### config.mk
export PLATFORM = sky130hd
export DESIGN_NAME = msg_loc_queue
export DESIGN_NICKNAME = d
export VERILOG_FILES = /design/src/rtl/msg_loc_queue.sv
export SDC_FILE = /design/constraint.sdc
export NUM_CORES = 1
export LEC_CHECK = 0
export CORE_ASPECT_RATIO = 0.5
export CORE_MARGIN = 2
export CORE_UTILIZATION = 57
export DETAILED_ROUTE_END_ITERATION = 7
export PLACE_DENSITY_LB_ADDON = 0.1
export RECOVER_POWER = 50
export SYNTH_ARGS = -nofsm -noshare
export SYNTH_HDL_FRONTEND = slang
export SYNTH_SLANG_ARGS = --single-unit
### constraint.sdc
create_clock -name clk -period 5 [get_ports clk]
set_input_delay 0.75 -clock clk [delete_from_list [all_inputs] [get_ports clk]]
set_output_delay 0.75 -clock clk [all_outputs]
set_load 0.01 [all_outputs]
### src/rtl/msg_loc_queue.sv
// msg_loc_queue: captures {start,end} buffer addresses of framed messages
// into a circular table. Entries are popped in arrival order through a
// valid/ready port. Handles aborted messages, drops messages that arrive
// while the table is full, and keeps a saturating drop counter.
module msg_loc_queue #(
  parameter int ADDR_WIDTH     = 5,
  parameter int DEPTH          = 8,
  parameter int DROP_CNT_WIDTH = 8,
  localparam int PTR_W         = $clog2(DEPTH)
) (
  input  logic                      clk,
  input  logic                      rst,
  input  logic                      start_message_i,
  input  logic [ADDR_WIDTH-1:0]     start_addr_i,
  input  logic                      end_message_i,
  input  logic [ADDR_WIDTH-1:0]     end_addr_i,
  input  logic                      flush_i,
  output logic                      out_valid_o,
  input  logic                      out_ready_i,
  output logic [ADDR_WIDTH-1:0]     out_start_o,
  output logic [ADDR_WIDTH-1:0]     out_end_o,
  output logic [ADDR_WIDTH-1:0]     out_len_o,
  output logic [PTR_W:0]            count_o,
  output logic                      full_o,
  output logic                      aborted_o,
  output logic [DROP_CNT_WIDTH-1:0] drop_cnt_o
);

  localparam logic [PTR_W:0] DEPTH_C  = DEPTH[PTR_W:0];
  localparam logic [PTR_W:0] DEPTH_M1 = DEPTH_C - 1'b1;

  typedef enum logic [1:0] {S_IDLE, S_OPEN, S_DROP} state_t;

  state_t                      state_reg, state_next;
  logic [ADDR_WIDTH-1:0]       pend_reg, pend_next;
  logic [PTR_W-1:0]            wr_ptr_reg, rd_ptr_reg;
  logic [PTR_W:0]              count_reg;
  logic                        aborted_reg, abort_next;
  logic [DROP_CNT_WIDTH-1:0]   drop_cnt_reg;
  logic [2*ADDR_WIDTH-1:0]     tbl_mem [DEPTH];

  logic                        commit;
  logic [ADDR_WIDTH-1:0]       commit_start;
  logic                        drop_inc;
  logic                        pop;
  logic                        space;
  logic                        space_after_commit;

  // Space is judged on the registered count, so a same-cycle pop never
  // makes room for a message arriving while the table is full.
  assign space              = (count_reg < DEPTH_C);
  assign space_after_commit = (count_reg < DEPTH_M1);

  assign out_valid_o = (count_reg != '0);
  assign pop         = out_valid_o & out_ready_i;
  assign out_start_o = tbl_mem[rd_ptr_reg][2*ADDR_WIDTH-1:ADDR_WIDTH];
  assign out_end_o   = tbl_mem[rd_ptr_reg][ADDR_WIDTH-1:0];
  // Modular subtraction copes with messages that wrap the byte buffer.
  assign out_len_o   = out_end_o - out_start_o + 1'b1;
  assign count_o     = count_reg;
  assign full_o      = (count_reg == DEPTH_C);
  assign aborted_o   = aborted_reg;
  assign drop_cnt_o  = drop_cnt_reg;

  // Capture FSM: decide commit / drop / abort and the next state.
  always_comb begin
    state_next   = state_reg;
    pend_next    = pend_reg;
    commit       = 1'b0;
    commit_start = start_addr_i;
    drop_inc     = 1'b0;
    abort_next   = 1'b0;
    case (state_reg)
      S_IDLE: begin
        if (start_message_i && end_message_i) begin
          if (space) commit = 1'b1;
          else       drop_inc = 1'b1;
        end else if (start_message_i) begin
          if (space) begin
            pend_next  = start_addr_i;
            state_next = S_OPEN;
          end else begin
            state_next = S_DROP;
          end
        end
      end
      S_OPEN: begin
        if (end_message_i) begin
          commit       = 1'b1;
          commit_start = pend_reg;
          if (start_message_i) begin
            // The new start sees the table as it will be after this commit.
            pend_next  = start_addr_i;
            state_next = space_after_commit ? S_OPEN : S_DROP;
          end else begin
            state_next = S_IDLE;
          end
        end else if (start_message_i) begin
          abort_next = 1'b1;
          pend_next  = start_addr_i;
        end
      end
      S_DROP: begin
        if (end_message_i) begin
          drop_inc = 1'b1;
          if (start_message_i) begin
            if (space) begin
              pend_next  = start_addr_i;
              state_next = S_OPEN;
            end else begin
              state_next = S_DROP;
            end
          end else begin
            state_next = S_IDLE;
          end
        end
      end
      default: state_next = S_IDLE;
    endcase
  end

  // Control state, pointers, occupancy and counters; flush beats everything.
  always_ff @(posedge clk or posedge rst) begin
    if (rst) begin
      state_reg    <= S_IDLE;
      pend_reg     <= '0;
      wr_ptr_reg   <= '0;
      rd_ptr_reg   <= '0;
      count_reg    <= '0;
      aborted_reg  <= 1'b0;
      drop_cnt_reg <= '0;
    end else if (flush_i) begin
      state_reg   <= S_IDLE;
      wr_ptr_reg  <= '0;
      rd_ptr_reg  <= '0;
      count_reg   <= '0;
      aborted_reg <= 1'b0;
    end else begin
      state_reg   <= state_next;
      pend_reg    <= pend_next;
      aborted_reg <= abort_next;
      if (commit) wr_ptr_reg <= wr_ptr_reg + 1'b1;
      if (pop)    rd_ptr_reg <= rd_ptr_reg + 1'b1;
      case ({commit, pop})
        2'b10:   count_reg <= count_reg + 1'b1;
        2'b01:   count_reg <= count_reg - 1'b1;
        default: count_reg <= count_reg;
      endcase
      if (drop_inc && (drop_cnt_reg != {DROP_CNT_WIDTH{1'b1}}))
        drop_cnt_reg <= drop_cnt_reg + 1'b1;
    end
  end

  // Table storage; contents need no reset because count gates visibility.
  always_ff @(posedge clk) begin
    if (commit && !flush_i && !rst)
      tbl_mem[wr_ptr_reg] <= {commit_start, end_addr_i};
  end

endmodule

==> out/qor.txt <==
Status: complete, no violations
First-pass detailed-route iteration total: 4
Worst Hold Class: register to register
Clock latency on the worst-skew pair: 0.34 ns
Global routing's busiest layer: met2
DR iter-0 viols: 178
Vias in the first global route: 2678
Netlist cell types: 49
Total GRT Usage: 0.2181
Maximum VDD drop: 0.0002912 V
CP Launch Type: register
Cts repair resizes: 0
M1 GR Usage: 0.3032
Final worst path period need: 4.551 ns
Synth top area cells: edfxtp_1 (51%), dfrtp_1 (14%), mux4_2 (9.6%)
Die Area: 9059 um^2
Starting Density: 0.5893
Final Non-Filler Cells: 460
Yosys top cell by area: edfxtp_1
First-pass GRT wire length: 14270 um
Syn Area/Cell: 16.31 um^2
Fmax: 0.2197 GHz
Max-cap violations: 0
Largest net degree at the start of global routing: 27
Antenna Nets Post-Route: 0
Detail Placement HPWL: 5998 um
Clock sinks: 106
Cell area after synthesis: 4715 um^2
Clk root buf: clkbuf_16
Syn. warnings: 0
TritonCTS clock tree: done
Syn_nets: 318
Longest Clk Path Bufs: 2
Synth top cells by count: edfxtp_1 (80), dfrtp_1 (26), nor2_1 (21)
Post-synth top area share: 0.5096
Post-CTS Setup Bufs: 0
Clock-pin slew on the worst setup and hold paths: 0.06 ns
Critical Path RT: 4.25 ns
Core box area: 8000 um^2
H-tree depth: 3
Post-synth EDFFs: 80
Die Ht: 68.31 um
Via count: 2591
Slew @ Worst Pin: 1.111 ns
Post-Route WL: 8829 um
# nets final: 372
Most common cell in the netlist: edfxtp_1
Placement row count: 23
Largest register FFs: 80
Seq/Total Area, Yosys: 0.6476
Static leakage: 2.049 nW
Critical path arrival: 3.80 ns
Buffers added on ports: 45
Cells after Synth: 289
Slew Limit Fails: 0
DRC viols: 0
RSZ-0062 raised after global routing: no
Clock Skew: 0.004308 ns
Worst setup EP type: output port
GP Congestion: 0.7482
Setup_tns: 0 ns
Post-CTS Hold Buffers: 0
Grt met2 use: 0.3420
Final hold slack: 0.4851 ns
IO Count: 46
Proportion of layout cells with a drive suffix above 1: 0.1839
Routed len/inst: 19.19 um
Ys async rst share: 0.2453
Total power: 2.695 mW
Grt total ovfl: 0
#FFs+latches synth: 106
Period utilisation layout: 0.9102
Antenna diodes: 0
Top FF cell, synth: edfxtp_1
Chip width: 132.6 um
Max-slew headroom: 0.2555
Inserted Clock Buffers: 9
Power per cell area: 481.6 nW/um^2
Fin. Hold Viols: 0
Area Overhead vs Synth: 18.68%
Inst Count DP: 444
Max Fanout on Critical Path: 15
Setup CP Type: register to output port
Vias per cell: 5.633
Setup violators final: 0
Initial antenna violation count: 0
GRT met3 Usage: 0.06370
## where the power goes
| part | switching [mW] | internal, mW |
|---|---|---|
| combinational | 0.414 | 0.510 |
| sequential | 0.0776 | 1.01 |
| clock | 0.286 | 0.393 |
## final timing paths
check / startpoint / end / slack [ns] / cells after the start
setup / recovery: rd_ptr_reg[1] / out_len_o[4] / 0.45 / 10
max in group asynchronous: rst / pend_reg[1] / 3.26 / 2
setup reg to reg: count_o[0] / count_o[3] / 2.29 / 8
min in group asynchronous: rst / aborted_o / 1.14 / 2
hold / removal: drop_cnt_o[5] / drop_cnt_o[5] / 0.49 / 1
hold reg to reg: drop_cnt_o[5] / drop_cnt_o[5] / 0.49 / 1
## kinds of logic (layout without fill, tap and decap cells)
family                   after synthesis  in the layout  synth area share
flip-flops                           106            106            0.6476
AND/OR/NAND/NOR                       64             64           0.07670
multiplexers                          45             45            0.1534
buffers and inverters                 24             83           0.02494
AO/OA/AOI/OAI                         21             21           0.02999
XOR/XNOR                              16             16           0.03132
adder cells (fa/ha/maj)               13             13           0.03609
## stage by stage
stage | setup slack, ns | utilization | cell area (um^2)
global placement | 0.8116 | 0.6652 | 5321
detailed placement | 0.7816 | 0.6652 | 5321
finish | 0.4489 | 0.6994 | 5595
global route | 0.2053 | 0.6994 | 5595
CTS | 0.3920 | 0.7019 | 5615
floorplan | 1.088 | - | 4715
## critical path: stages, from the launching register on
cell	delay, ns
dfrtp_1	0.75
mux4_2	0.40
mux2_2	0.29
ha_1	0.29
ha_1	0.29
a21o_1	0.18
a21oi_1	0.17
xnor2_1	0.18
xnor2_1	0.18
xor2_1	0.17
clkdlybuf4s50_1	0.55
## layout make-up
class	count	area, um^2
Timing Repair Buffer	54	530.5
Clock buffer	15	287.8
Sequential cell	106	3053
Fill cell	553	2405
Inverter	13	48.80
Clock inverter	1	6.256
Tap cell	112	140.1
Multi-Input combinational cell	159	1529
## routing by layer
layer,wire length (um),vias to the layer above
met1,4231,1313
met4,120,0
li1,-,1200
met3,471,12
met2,4006,66
met5,0,-
## layout by cell type, fill, tap and decap left out, types with 2 or more instances in the layout
cell             instances
a21oi_1                  8
and3_1                   3
buf_4                    8
clkbuf_1                 2
clkbuf_16                9
clkbuf_8                 4
clkdlybuf4s50_1         23
dfrtp_1                 26
dlygate4sd3_1           22
edfxtp_1                80
ha_1                    12
inv_1                   13
mux2_1                   5
mux2_2                  13
mux2i_1                  7
mux4_2                  20
nand2_1                 10
nand2b_1                 6
nand3b_1                 2
nand4_1                  3
nor2_1                  21
nor2b_1                  4
nor3_1                   2
nor3_2                   2
o21ai_0                  4
o22ai_1                  2
xnor2_1                 10
xor2_1                   5
No activity file was read; power rests on OpenSTA's default activity.
==> edit 1, RTL diff (same flow settings) <==
Change the parameter `DEPTH` from 8 to 16.
--- a/src/rtl/msg_loc_queue.sv
+++ b/src/rtl/msg_loc_queue.sv
@@ -4,7 +4,7 @@
 // while the table is full, and keeps a saturating drop counter.
 module msg_loc_queue #(
   parameter int ADDR_WIDTH     = 5,
-  parameter int DEPTH          = 8,
+  parameter int DEPTH          = 16,
   parameter int DROP_CNT_WIDTH = 8,
   localparam int PTR_W         = $clog2(DEPTH)
 ) (
Ports: changed (resized count_o); port bits go from 46 to 47. No check against the original RTL was run, so the function may have changed too.
==> edit 1 against the original RTL <==
The flow now finishes with violations (capacitance limit, slew limit). Sequential cell count up 83. Utilization shrank 1.3 points. Power up 63%. Final area rose by 68%. Die area is 68% higher. Count of clock-buffer cells in the layout increased by 3. Wire length is 87% higher. Final cell count rose by 53%. Fmax is 4.6% lower. Synthesized area increased by 72%. First-iteration DRC count rose by 97%. Synthesized cell count is 53% higher. Worst setup slack lost 0.22 ns.
==> edit 1: results (changes against the original RTL) <==
stage;metric;value;unit;change
run_status;status;finished with violations;;
run_status;violations;capacitance limit, slew limit;;
place;place.gp.congestion;0.798;;+6.6%
synthesis;synth_edf_count;160;;+100%
worst_setup_path;crit_start;rd_ptr_reg[0]$_DFFE_PP0P_;;
global_route;grt_pass1_vias;4259;;+59%
global_route;use_met3;5.28;%;-1.1 points
place;hpwl;9820;um;+64%
layout;num-nets-final;533;;+43%
layout;drive_gt1_share;17.7;%;-0.69 points
synthesis;synth_xor_area_share;2.16;%;-0.97 points
timing;slew_headroom;-15.3;%;-41 points
detailed_routing;wl_met2;7550;um;+88%
layout;buffers;59;;+9.3%
global_route;grt_util_all_layers;23.1;%;+1.3 points
place;portBuffers;46;;+2.2%
detailed_routing;first_pass_iters;5;;+1
worst_setup_path;critPathTopFamily;multiplexers;;
worst_setup_path;r2r_start;count_o[4]$_DFFE_PP0P_;;
place;place_area;0.00879;sq mm;+65%
job;maxCapViolCount;1;;+1
synthesis;synth_seq_area_share;68.2;%;+3.4 points
clocking;cts-htree-levels;4;;+1
global_route;grt_use_met1;32.9;%;+2.6 points
detailed_routing;via_per_inst;5.99;;+6.3%
synthesis;async_reset_ff_share;15.3;%;-9.2 points
power_and_ir_drop;vdd_drop_max;0.286;mV;-1.8%
global_route;grtUsageMet2;36.4;%;+2.2 points
layout;inverters;17;;+4
worst_setup_path;cpPeakStageDelay;0.56;ns;-0.19 ns
worst_setup_path;cp.arrival;4.02;ns;+0.22 ns
synthesis;synthTopCellsByCount;edfxtp_1, mux4_2, dfrtp_1;;
synthesis;post_synth_num_cell_types;51;;+4.1%
power_and_ir_drop;seq-power;0.00186;W;+71%
layout;multi_input_area_share;25.4;%;-1.9 points
timing;slew_viol_final;30;;+30
synthesis;synth-compound-area-share;2.79;%;-0.21 points
global_route;grt_start_max_net_pins;39;;+44%
detailed_routing;route.met3.wl;1020;um;+120%
clocking;clock_latency;0.43;ns;+0.09 ns
layout;fillers;911;;+65%
global_route;grt_pass1_wl;24900;um;+74%
floorplanning;die_x;173;um;+30%
timing;skew;0.00988;ns;+0.00557 ns
worst_setup_path;slowest_stage;mux4_1;;
clocking;clock-sinks;189;;+78%
-- edit 1: cell count changes after synthesis, sizes merged, moves of 5 or more --
cell    unedited run  this run
mux4              20        48
edfxtp            80       160
nand2             10        16
mux2              18        13
nand2b             6         0
buf                6        12
nand3              1         6
and2               1        18
-- edit 1: worst paths after layout --
path,endpoint,slack [ns],cells past startpoint
max reg2reg,count_o[4]$_DFFE_PP0P_,1.98,9
min reg2reg,drop_cnt_o[5]$_DFFE_PP0P_,0.50,1
max,out_len_o[4],0.23,10
min in group asynchronous,state_reg[1]$_DFFE_PP0P_,1.46,3
max in group asynchronous,rd_ptr_reg[0]$_DFFE_PP0P_,2.42,3
min,drop_cnt_o[5]$_DFFE_PP0P_,0.50,1
-- edit 1: stage by stage --
step,std cells,setup WS (ns),util [%],hold slack [ns]
global placement,671,0.604,64.0,0.481
finish,706,0.230,68.6,0.498
CTS,703,0.103,68.4,0.503
floorplan,441,1.16,-,0.477
detailed placement,671,0.587,64.0,0.484
global route,706,0.0832,68.6,0.522
==> edit 2, RTL diff (same settings) <==
Made on the original files. The 3 states of `state_t` get a one-hot encoding in 3 bits.
--- a/src/rtl/msg_loc_queue.sv
+++ b/src/rtl/msg_loc_queue.sv
@@ -29,7 +29,7 @@
   localparam logic [PTR_W:0] DEPTH_C  = DEPTH[PTR_W:0];
   localparam logic [PTR_W:0] DEPTH_M1 = DEPTH_C - 1'b1;
 
-  typedef enum logic [1:0] {S_IDLE, S_OPEN, S_DROP} state_t;
+  typedef enum logic [2:0] {S_IDLE = 3'b001, S_OPEN = 3'b010, S_DROP = 3'b100} state_t;
 
   state_t                      state_reg, state_next;
   logic [ADDR_WIDTH-1:0]       pend_reg, pend_next;
Behaviour: no difference found for any inputs over 4 cycles, from zero or initial values and one cycle with rst high; so few cycles prove little.
==> edit 2 against the original RTL <==
Via count increased by 8.3%. Clock power about the same. First-iteration DRC count increased by 21%. Worst hold slack improved by 0.018 ns. Clock skew increased by 0.00084 ns. Final area increased by 2.6%. Worst setup slack got worse by 0.14 ns. Sequential cell count increased by 1. Synthesized area increased by 3.4%. Utilization increased by 0.55 points. Count of clock-buffer cells in the layout decreased by 5. Power increased by 0.15%. Wire length increased by 5.8%. Largest cell class unchanged. Largest power group unchanged. Highest routed layer unchanged.
==> edit 2: results (changes against the original RTL) <==
stage;metric;value;unit;change
global_route;grt_pass1_wl;15100;um;+5.9%
layout;drive_gt1_share;18.5;%;+0.11 points
synthesis;synth_xor_area_share;3.39;%;+0.26 points
global_route;antenna_found_initial;0;;unchanged
layout;antenna_cells;0;;unchanged
synthesis;synth_fa_ha_area_share;3.49;%;-0.12 points
synthesis;synth_ff_type;edfxtp_1;;
place;place.gp.congestion;0.864;;+15%
place;hpwl;6240;um;+4.0%
worst_setup_path;rrSetupSlack;2.30;ns;
synthesis;post_synth_num_cell_types;51;;+4.1%
global_route;use_met3;6.43;%;+0.062 points
power_and_ir_drop;vdd_drop_max;0.285;mV;-2.2%
layout;largest_reg_flops;80;;unchanged
synthesis;syn_nets;337;;+6.0%
global_route;grt_pass1_vias;2818;;+5.2%
synthesis;ys_warn_count;0;;unchanged
global_route;grt_start_max_net_pins;28;;+3.7%
clocking;cts-htree-levels;3;;unchanged
synthesis;async_reset_ff_share;25.2;%;+0.71 points
worst_setup_path;cp.arrival;3.94;ns;+0.14 ns
power_and_ir_drop;p_leak;2.08;nW;+1.7%
layout;stdcell_count;485;;+5.4%
hold_path;holdCritPathClass;reg2reg;;
clocking;cts_buffer_depth;2;;unchanged
timing;skew;0.00515;ns;+0.000839 ns
layout;fillers;546;;-1.3%
run_status;status;finished clean;;
synthesis;synth-compound-area-share;4.47;%;+1.5 points
detailed_routing;wl;9340;um;+5.8%
global_route;grtUsageMet2;32.4;%;-1.8 points
synthesis;synth_seq_area_share;63.2;%;-1.6 points
timing;tightest_slew;1.05;ns;-0.0647 ns
detailed_routing;drtIter0Drc;215;;+21%
synthesis;synth_edf_count;80;;unchanged
synthesis;synth_mux_area_share;14.4;%;-0.94 points
worst_setup_path;crit_fanout;10;;-5
place;placed_cells;469;;+5.6%
detailed_routing;via_per_inst;5.79;;+2.8%
place;portBuffers;45;;unchanged
layout;num-nets-final;397;;+6.7%
place;pre_cts_ws;0.490;ns;-0.292 ns
synthesis;synthCells;308;;+6.6%
synthesis;synthTopCellsByArea;edfxtp_1, dfrtp_1, mux4_2, mux2_2, ha_1;;
synthesis;synthTopCellsByCount;edfxtp_1, dfrtp_1, nor2_1;;
clocking;clock_latency;0.34;ns;about the same
global_route;grt_util_all_layers;21.7;%;-0.094 points
global_route;grt_use_met1;32.1;%;+1.8 points
detailed_routing;first_pass_iters;4;;unchanged
timing;final.setup.worst_slack;0.306;ns;-0.143 ns
[edit 2: kinds of logic (layout without fill, tap and decap cells)]
family | count (synthesis) | after routing
DFF | 107 | 107
and+or+nand+nor | 76 | 76
muxes | 43 | 43
AOI/OAI and AO/OA | 26 | 26
buffers and inverters | 25 | 90
xor gates and xnor gates | 18 | 18
adders and majority gates | 13 | 13
[edit 2: area by class of cell]
cell class                      instances  area (sq um)  share of cell area (%)
Clock inverter                          6          56.3                   0.981
Inverter                               16          60.1                    1.05
Clock buffer                           10           229                    3.99
Sequential cell                       107          3080                    53.7
Timing Repair Buffer                   58           548                    9.55
Tap cell                              112           140                    2.44
Multi-Input combinational cell        176          1630                    28.3
[edit 2: report_power, final]
part | leakage, nW | switching [W] | internal [W]
logic | 0.875 | 0.000403 | 0.000509
clock network | 0.141 | 0.000296 | 0.000384
registers | 1.07 | 0.0000952 | 0.00101
total | 2.08 | 0.000794 | 0.00191
[edit 2: stage by stage]
step | area (sq um) | hold slack [ns] | utilization, %
finish | 5740 | 0.503 | 70.5
global route | 5740 | 0.516 | 70.5
CTS | 5780 | 0.506 | 71.0
detailed placement | 5500 | 0.489 | 67.5
global placement | 5500 | 0.481 | 67.5
floorplan | 4870 | 0.474 | -
[edit 2: routing by layer]
| metal | vias up | part of all wire (%) |
|---|---|---|
| li1 | 1294 | - |
| met1 | 1420 | 48 |
| met2 | 79 | 45 |
| met3 | 14 | 5.7 |
| met4 | 0 | 1.1 |
| met5 | - | 0 |
[edit 2: path summary, 6_finish.rpt]
path	cells past startpoint	endpoint	start
max in group asynchronous	2	rd_ptr_reg[0]$_DFFE_PP0P_	rst
worst max-delay path	12	out_len_o[4]	rd_ptr_reg[0]$_DFFE_PP0P_
worst min register to register	1	drop_cnt_o[7]$_DFFE_PP0P_	drop_cnt_o[7]$_DFFE_PP0P_
worst max register to register	9	count_o[3]$_DFFE_PP0P_	count_o[3]$_DFFE_PP0P_
worst min-delay path	1	drop_cnt_o[7]$_DFFE_PP0P_	drop_cnt_o[7]$_DFFE_PP0P_
min in group asynchronous	2	state_reg[2]$_DFFE_PP0P_	rst
[edit 2: critical path, cell delays in order, from the launching register on]
cell and delay (ns):
dfrtp_2 0.55, buf_4 0.25, mux4_2 0.52, mux2i_1 0.27, ha_1 0.26, inv_1 0.06
ha_1 0.26, a21o_1 0.17, a21oi_1 0.16, xnor2_1 0.18, xnor2_1 0.17, xor2_1 0.18
clkdlybuf4s50_1 0.56
[edit 2: timing repair]
item | in CTS | in global routing
resized for setup | 0 | 1
hold endpoints to repair | 0 | 0
setup buffers | 0 | 0
setup endpoints to repair | 0 | 1
